$ cat src/rtl/sbr_batch_scheduler_pkg.sv
// Shared widths, state encoding and output-flag decode for the SBR batch scheduler.
// Widths match the SBR table they sit beside in the DRAM scheduler top.
package sbr_batch_scheduler_pkg;

  localparam int MAX_SBR_ENTRIES  = 8;
  localparam int SBR_ID_WIDTH     = 3;
  localparam int REQUEST_ID_WIDTH = 8;
  localparam int BANK_GROUP_WIDTH = 2;
  localparam int BANK_WIDTH       = 2;
  localparam int SRR_ID_WIDTH     = 6;
  localparam int SBR_STATE_WIDTH  = 3;

  typedef enum logic [SBR_STATE_WIDTH-1:0] {
    ST_IDLE   = 3'd0,
    ST_FIND   = 3'd1,
    ST_READ   = 3'd2,
    ST_ISSUE  = 3'd3,
    ST_UPDATE = 3'd4,
    ST_CLEAR  = 3'd5,
    ST_DONE   = 3'd6
  } sbr_state_e;

  typedef struct packed {
    logic busy;
    logic find_en;
    logic issue_valid;
    logic upd_en;
    logic clear;
    logic done;
  } sbr_flags_t;

  // Strobes are registered together with the state they belong to.
  function automatic sbr_flags_t flags_for(sbr_state_e s);
    sbr_flags_t f;
    f             = '0;
    f.busy        = (s != ST_IDLE);
    f.find_en     = (s == ST_FIND);
    f.issue_valid = (s == ST_ISSUE);
    f.upd_en      = (s == ST_UPDATE);
    f.clear       = (s == ST_CLEAR);
    f.done        = (s == ST_DONE);
    return f;
  endfunction

endpackage

$ cat src/rtl/sbr_batch_scheduler.sv
// Picks the SBR entry with the most pending requests, offers it downstream as a batch,
// retires it in the table, and repeats until the table is empty, the cap is hit, or abort.
module sbr_batch_scheduler
  import sbr_batch_scheduler_pkg::*;
#(
  parameter int MAX_BATCHES = MAX_SBR_ENTRIES
) (
  input  logic                        clk,
  input  logic                        rst,
  input  logic                        start,
  input  logic                        abort,
  output logic                        busy,
  output logic                        done,
  output logic                        tbl_clear,
  output logic                        tbl_find_max_en,
  input  logic [SBR_ID_WIDTH-1:0]     tbl_max_addr,
  input  logic [REQUEST_ID_WIDTH-1:0] tbl_max_requests,
  output logic [SBR_ID_WIDTH-1:0]     tbl_rd_addr,
  input  logic [BANK_GROUP_WIDTH-1:0] tbl_rd_bank_group,
  input  logic [BANK_WIDTH-1:0]       tbl_rd_bank,
  input  logic [SRR_ID_WIDTH-1:0]     tbl_rd_head_srr,
  input  logic [SRR_ID_WIDTH-1:0]     tbl_rd_row_count,
  input  logic [SRR_ID_WIDTH-1:0]     tbl_rd_tail_srr,
  output logic                        tbl_upd_en,
  output logic [SBR_ID_WIDTH-1:0]     tbl_upd_addr,
  output logic [REQUEST_ID_WIDTH-1:0] tbl_upd_total_requests,
  output logic [SRR_ID_WIDTH-1:0]     tbl_upd_row_count,
  output logic [SRR_ID_WIDTH-1:0]     tbl_upd_tail_srr,
  output logic                        issue_valid,
  input  logic                        issue_ready,
  output logic [BANK_GROUP_WIDTH-1:0] issue_bank_group,
  output logic [BANK_WIDTH-1:0]       issue_bank,
  output logic [SRR_ID_WIDTH-1:0]     issue_head_srr,
  output logic [REQUEST_ID_WIDTH-1:0] issue_total_requests
);

  localparam int CNT_W = $clog2(MAX_BATCHES + 1);

  sbr_state_e                  state;
  sbr_flags_t                  flags;
  logic [CNT_W-1:0]            batch_cnt;
  logic [CNT_W-1:0]            cnt_inc;
  logic                        held;
  logic [REQUEST_ID_WIDTH-1:0] total_q;
  logic [BANK_GROUP_WIDTH-1:0] bg_q;
  logic [BANK_WIDTH-1:0]       bank_q;
  logic [SRR_ID_WIDTH-1:0]     head_q;
  logic [SRR_ID_WIDTH-1:0]     row_q;
  logic [SRR_ID_WIDTH-1:0]     tail_q;

  assign cnt_inc = (batch_cnt == CNT_W'(MAX_BATCHES)) ? batch_cnt : batch_cnt + 1'b1;

  always_ff @(posedge clk or posedge rst) begin
    if (rst) begin
      state       <= ST_IDLE;
      flags       <= '0;
      batch_cnt   <= '0;
      held        <= 1'b0;
      tbl_rd_addr <= '0;
      total_q     <= '0;
      bg_q        <= '0;
      bank_q      <= '0;
      head_q      <= '0;
      row_q       <= '0;
      tail_q      <= '0;
    end else begin
      case (state)
        ST_IDLE: begin
          if (start) begin
            state <= ST_FIND;
            flags <= flags_for(ST_FIND);
          end
        end
        ST_FIND: begin
          if (abort || (tbl_max_requests == '0) || (batch_cnt == CNT_W'(MAX_BATCHES))) begin
            state <= ST_CLEAR;
            flags <= flags_for(ST_CLEAR);
          end else begin
            tbl_rd_addr <= tbl_max_addr;
            total_q     <= tbl_max_requests;
            state       <= ST_READ;
            flags       <= flags_for(ST_READ);
          end
        end
        ST_READ: begin
          held <= 1'b0;
          if (abort) begin
            state <= ST_CLEAR;
            flags <= flags_for(ST_CLEAR);
          end else begin
            state <= ST_ISSUE;
            flags <= flags_for(ST_ISSUE);
          end
        end
        ST_ISSUE: begin
          // Read data arrives in the first ISSUE cycle; freeze it so the payload cannot move.
          if (!held) begin
            held   <= 1'b1;
            bg_q   <= tbl_rd_bank_group;
            bank_q <= tbl_rd_bank;
            head_q <= tbl_rd_head_srr;
            row_q  <= tbl_rd_row_count;
            tail_q <= tbl_rd_tail_srr;
          end
          if (issue_ready && abort) begin
            batch_cnt <= cnt_inc;
            state     <= ST_CLEAR;
            flags     <= flags_for(ST_CLEAR);
          end else if (issue_ready) begin
            state <= ST_UPDATE;
            flags <= flags_for(ST_UPDATE);
          end else if (abort) begin
            state <= ST_CLEAR;
            flags <= flags_for(ST_CLEAR);
          end
        end
        ST_UPDATE: begin
          batch_cnt <= cnt_inc;
          if (abort) begin
            state <= ST_CLEAR;
            flags <= flags_for(ST_CLEAR);
          end else begin
            state <= ST_FIND;
            flags <= flags_for(ST_FIND);
          end
        end
        ST_CLEAR: begin
          batch_cnt <= '0;
          state     <= ST_DONE;
          flags     <= flags_for(ST_DONE);
        end
        ST_DONE: begin
          state <= ST_IDLE;
          flags <= flags_for(ST_IDLE);
        end
        default: begin
          state <= ST_IDLE;
          flags <= '0;
        end
      endcase
    end
  end

  assign busy            = flags.busy;
  assign done            = flags.done;
  assign tbl_clear       = flags.clear;
  assign tbl_find_max_en = flags.find_en;
  assign tbl_upd_en      = flags.upd_en;
  assign issue_valid     = flags.issue_valid;

  assign issue_bank_group     = !issue_valid ? '0 : (held ? bg_q   : tbl_rd_bank_group);
  assign issue_bank           = !issue_valid ? '0 : (held ? bank_q : tbl_rd_bank);
  assign issue_head_srr       = !issue_valid ? '0 : (held ? head_q : tbl_rd_head_srr);
  assign issue_total_requests = issue_valid ? total_q : '0;

  // A served entry is written back with zero requests; the SRR chain bookkeeping is kept.
  assign tbl_upd_addr           = tbl_rd_addr;
  assign tbl_upd_total_requests = '0;
  assign tbl_upd_row_count      = tbl_upd_en ? row_q  : '0;
  assign tbl_upd_tail_srr       = tbl_upd_en ? tail_q : '0;

endmodule

$ cat config.mk
export PLATFORM = sky130hd
export DESIGN_NAME = sbr_batch_scheduler
export DESIGN_NICKNAME = d
export VERILOG_FILES = /design/src/rtl/sbr_batch_scheduler_pkg.sv /design/src/rtl/sbr_batch_scheduler.sv
export SDC_FILE = /design/constraint.sdc
export NUM_CORES = 1
export LEC_CHECK = 0
export ABC_AREA = 1
export CORE_ASPECT_RATIO = 2
export CORE_MARGIN = 4
export CORE_UTILIZATION = 37
export DETAILED_ROUTE_END_ITERATION = 6
export PLACE_DENSITY = 0.67
export SYNTH_ARGS = -nofsm -noshare
export SYNTH_HDL_FRONTEND = slang
export SYNTH_SLANG_ARGS = --single-unit
export TNS_END_PERCENT = 30
$ cat constraint.sdc
create_clock -name clk -period 1.7 [get_ports clk]
set_input_delay 0.255 -clock clk [delete_from_list [all_inputs] [get_ports clk]]
set_output_delay 0.255 -clock clk [all_outputs]
set_load 0.05 [all_outputs]
# Word level (Yosys, flattened, before mapping)
# Index checks and enable logic that the tools add are counted.
# word_totals
ff_bits	47
out_inout_bits	50
wordCells	68
# classes
n_addsub	1
n_eq_ne	9
mux	29
bitwise	2
n_reduce_logical	11
# op_table
cell	n
$mux 6	8
$pmux 6 s6	1
$mux 3	7
$pmux 3 s6	1
$mux 4	3
$pmux 4 s3	1
$mux 2	5
$logic_not 8->1	1
$mux 8	1
$reduce_and 2->1	4
$eq 3x2->1 const B	2
$eq 3x3->1 const B	2
$mux 5	1
$add 4x1->4 const B	1
$eq 4x4->1 const B	1
$ne 2x2->1 const B	2
$ne 4x4->1 const B	1
$eq 3x1->1 const B	1
$logic_not 3->1	1
$reduce_bool 3->1	1
$logic_or 1x1->1	2
$not 1->1	2
$pmux 1 s2	1
$reduce_bool 2->1	1
$logic_and 1x1->1	1

# Depth between registers and ports, before layout
# depth
ltp_word	5
ltp_mapped	10
ltp_nobuf	10

# Worst setup path after synthesis
# OpenSTA, ideal clock, no wires.
# synth_path
path_kind	register to output
from	reg flags (netlist bit issue_valid)
to	out issue_bank[0]
t_arrival_ns	1.871
path_slack_ns	-0.426
path_stages_with_launch	5
path_buffers	2
path_cell_list	dfrtp_1 clkbuf_1 inv_1 clkbuf_1 nor2_1
# synth_via
elab_chain_cells	1
# synth_rtl
item	line	source
start: declaration	sbr_batch_scheduler.sv:40	sbr_flags_t flags;
start signal: assignment	sbr_batch_scheduler.sv:71	flags <= flags_for(ST_FIND);
start signal: assignment	sbr_batch_scheduler.sv:77	flags <= flags_for(ST_CLEAR);
start signal: assignment	sbr_batch_scheduler.sv:82	flags <= flags_for(ST_READ);
$mux 2	sbr_batch_scheduler.sv:152	assign issue_bank = !issue_valid ? '0 : (held ? bank_q : tbl_rd_bank);
end: declaration	sbr_batch_scheduler.sv:32	output logic [BANK_WIDTH-1:0] issue_bank,
# Every way passes these cells.

# Worst setup path in the final report
# layout_path
from	reg held
to	out issue_head_srr[4]
# layout_via
elab_chain_cells	2
# layout_rtl
item	line	source
start: declaration	sbr_batch_scheduler.sv:43	logic held;
start signal: assignment	sbr_batch_scheduler.sv:58	held <= 1'b0;
start signal: assignment	sbr_batch_scheduler.sv:86	held <= 1'b0;
start signal: assignment	sbr_batch_scheduler.sv:98	held <= 1'b1;
$mux 6	n/a	
$mux 6	sbr_batch_scheduler.sv:153	assign issue_head_srr = !issue_valid ? '0 : (held ? head_q : tbl_rd_head_srr);
end: declaration	sbr_batch_scheduler.sv:33	output logic [SRR_ID_WIDTH-1:0] issue_head_srr,
# Every way passes these cells.

==> summary.txt <==
# diodes = 0
Reg-to-reg slack, setup = 130 ps
Main synth FF type = dfrtp_1
Root buf cell = clkbuf_16
Share of post-route cells with drive strength above 1 = 27.1%
Hold crit path type = input port to async pin
Gr ovfl total = 0
Die Span Y = 124 µm
Syn. warnings = 0
Post-route cell area = 3980 µm²
Routed len/inst = 12.9 µm
1st-pass router iterations = 4
Area leader, netlist = dfrtp_1
DR vias/cell = 4.53
Slew @ Worst Pin = 531 ps
IO Port Bufs = 79
Setup crit end kind = output port
CP max FO = 5
Initial antenna violation count = 0
Num rows = 42
Largest cells by area after synthesis = dfrtp_1, nand2_1, inv_1
Slew margin rel. = 64.6%
Largest net degree at the start of global routing = 48
Final clock skew = 6.92 ps
Num CTS Buffers = 5
RSZ-0062 raised after global routing = yes
Yosys reg bits = 47
Hold Fails Final Rpt = 0
Final setup margin = 42.1 ps
Pre-CTS setup slack = 105 ps
Starting Density = 37.9%
Buffer depth of the longest clock path = 2
Crit path DAT = 1400 ps
HPWL Detailed = 4.64 mm
Starting DRT DRC Count = 100
Vias = 2171
H-tree Lvls = 2
Global-route wire length before repair = 9.93 mm
Fin nets = 430
VDD IR max = 0.000860 V
Pwr per Cell Area = 1610 nW/µm²
Tmin final = 1660 ps
Synthesized instance count = 310
Status = complete, no violations
XOR/XNOR Fraction of Synth Area = 0.698%
Fmax = 0.603 GHz
Final Max Tran Viols = 0
Leak = 2.00 nW
Synth Area in Compound Gates = 9.17%
FILL cells = 575
Largest family of logic cells by synthesized area = simple AND/OR/NAND/NOR gates
Gr usage total = 15.5%
Max Cap Viol = 0
Sequential element share of the synthesized area = 46.9%
Io pins = 88
Fraction of registers with async set/reset = 100%
Core box area = 6620 µm²
Post-Route Utilization = 60.1%
Share of the synthesized area in the top cell type = 46.9%
Final worst path period share = 97.5%
Crit-path cells = clkbuf_16 -> mux2i_4 -> nor2_4 -> buf_6
CP max stage delay = 450 ps
Dpl cells = 469
Clock sink total = 47
Detail Route Antenna Nets = 0
Post-route insts no fill = 479
CP Class = register to output port
Residual DRC = 0
Clk Latency, worst-skew pair = 280 ps
Gp weighted congestion = 0.844
Placed cell area = 3630 µm²
Simple-gate share of the synthesized area = 25.7%
CTS tree = yes
Setup-failing EPs final = 0
Clock-pin slew on the worst setup and hold paths = 60 ps
Crit path required time = 1440 ps
Total Die Area = 8250 µm²
Vias in the first global route = 2126
Area Growth Syn to Fin = 58.6%
Adder-cell share of the synthesized area = 0.997%
Mean Syn Cell Area = 8.10 µm²
# hold bufs at CTS = 0
Total Wirelength = 6.19 mm
Slowest stage cell, crit path = dfrtp_2
EDFF count, synth = 0
Multiplexer share of the synthesized area = 3.99%
CP startpoint kind = register
Cell variety after synth = 28
Min Hold Slack = 320 ps
Synth Cell Area = 2510 µm²
Die Span X = 66.2 µm
power breakdown:
part	leakage, nW	total [W]	switching [W]	internal [W]
clock	0.0781	0.00109	0.000391	0.000695
sequential	0.581	0.00207	0.000429	0.00164
combinational	1.35	0.00324	0.00193	0.00131
registers in the layout (all words and copies together), names as in the netlist:
register / cells
bank_q: 2
batch_cnt: 4
bg_q: 2
busy: 1
done: 1
head_q: 6
held: 1
issue_valid: 1
row_q: 6
state: 3
tail_q: 6
tbl_clear: 1
tbl_find_max_en: 1
tbl_rd_addr: 3
tbl_upd_en: 1
total_q: 8
cells in the mapped netlist (2+ instances only):
| cell type | instances |
|---|---|
| xor2_1 | 2 |
| o21ai_1 | 11 |
| nand3_2 | 2 |
| o21ai_2 | 12 |
| o21ai_0 | 6 |
| clkbuf_1 | 4 |
| mux2i_1 | 10 |
| buf_4 | 12 |
| nand2_4 | 3 |
| buf_6 | 2 |
| dfrtp_1 | 47 |
| buf_2 | 4 |
| nand2_1 | 102 |
| inv_2 | 4 |
| nand3_1 | 17 |
| inv_1 | 40 |
| nor2_1 | 20 |
| ha_1 | 2 |
worst max-delay path, delay by kind of cell (launching register included):
kind / cells / cell delay, ps
flip-flops: 1 / 450
multiplexers: 1 / 200
AND/OR/NAND/NOR: 1 / 110
buffers and inverters: 2 / 350
metal layers:
layer,global-route usage [%],part of all wire [%]
met5,0,0
met4,5.75,1.8
met2,28.6,59
met3,3.07,4.5
met1,16.5,35
layout by cell type, fill, tap and decap left out:
master | Yosys | routed
inv_2 | 4 | 5
nand3_2 | 2 | 2
dfrtp_1 | 47 | 45
nor3_1 | 1 | 1
inv_1 | 40 | 39
a21oi_1 | 1 | 1
dfrtp_2 | 0 | 2
buf_6 | 2 | 9
nand3_1 | 17 | 17
nor2_1 | 20 | 10
o21ai_0 | 6 | 6
nand2_2 | 1 | 1
nor3_2 | 1 | 1
a22oi_1 | 1 | 1
o21ai_2 | 12 | 12
o21ai_4 | 1 | 1
nor2_4 | 0 | 10
nand2_1 | 102 | 102
clkbuf_16 | 0 | 6
ha_1 | 2 | 2
clkbuf_1 | 4 | 2
o21bai_2 | 1 | 1
xor2_1 | 2 | 2
buf_12 | 0 | 25
nand4_1 | 1 | 1
nand2_4 | 3 | 3
bufinv_16 | 0 | 1
conb_1 | 1 | 8
buf_4 | 12 | 16
nor2_8 | 1 | 1
o21ai_1 | 11 | 11
clkdlybuf4s50_1 | 0 | 37
mux2i_4 | 0 | 10
kinds of logic after synthesis:
family / after synthesis
simple gates: 149
compound gates: 33
fa+ha+maj: 2
other cells: 1
xor+xnor: 2
flops: 47
buf+inv: 66
mux: 10
area by class of cell:
class,instances,area (µm²),area share [%]
multi-input cells,204,1250,31.3
flip-flops and latches,47,1180,29.6
repair buffers,88,1120,28.1
inverters,44,165,4.15
clock buffers,7,133,3.33
well taps,88,110,2.77
clock inverters,1,30.0,0.754
worst paths after layout:
path                                           to  startpoint  cells after the start
worst max register to register          tail_q[5]    state[2]                      6
worst max-delay path            issue_head_srr[4]        held                      4
worst min register to register           row_q[5]    row_q[5]                      2
max in group asynchronous                    done         rst                      3
min in group clk                         row_q[5]    row_q[5]                      2
worst min-delay path                     row_q[3]         rst                      3
timing repair:
item	4_1_cts	5_1_grt
endpoints found under the hold margin	0	0
gates cloned	0	1
gates resized for setup	2	28
setup endpoints to repair	10	10
buffers inserted	0	1
pin swaps	0	1
stage by stage:
| stage | total power (W) | setup TNS [ps] |
|---|---|---|
| final | 0.00640 | 0 |
| after global routing | 0.00685 | -37.2 |
| after CTS | 0.00610 | -260 |
| after detailed placement | 0.00497 | 0 |
| after global placement | 0.00491 | 0 |
| after floorplan | 0.00412 | 0 |
Power figures use the tool's default switching activity.
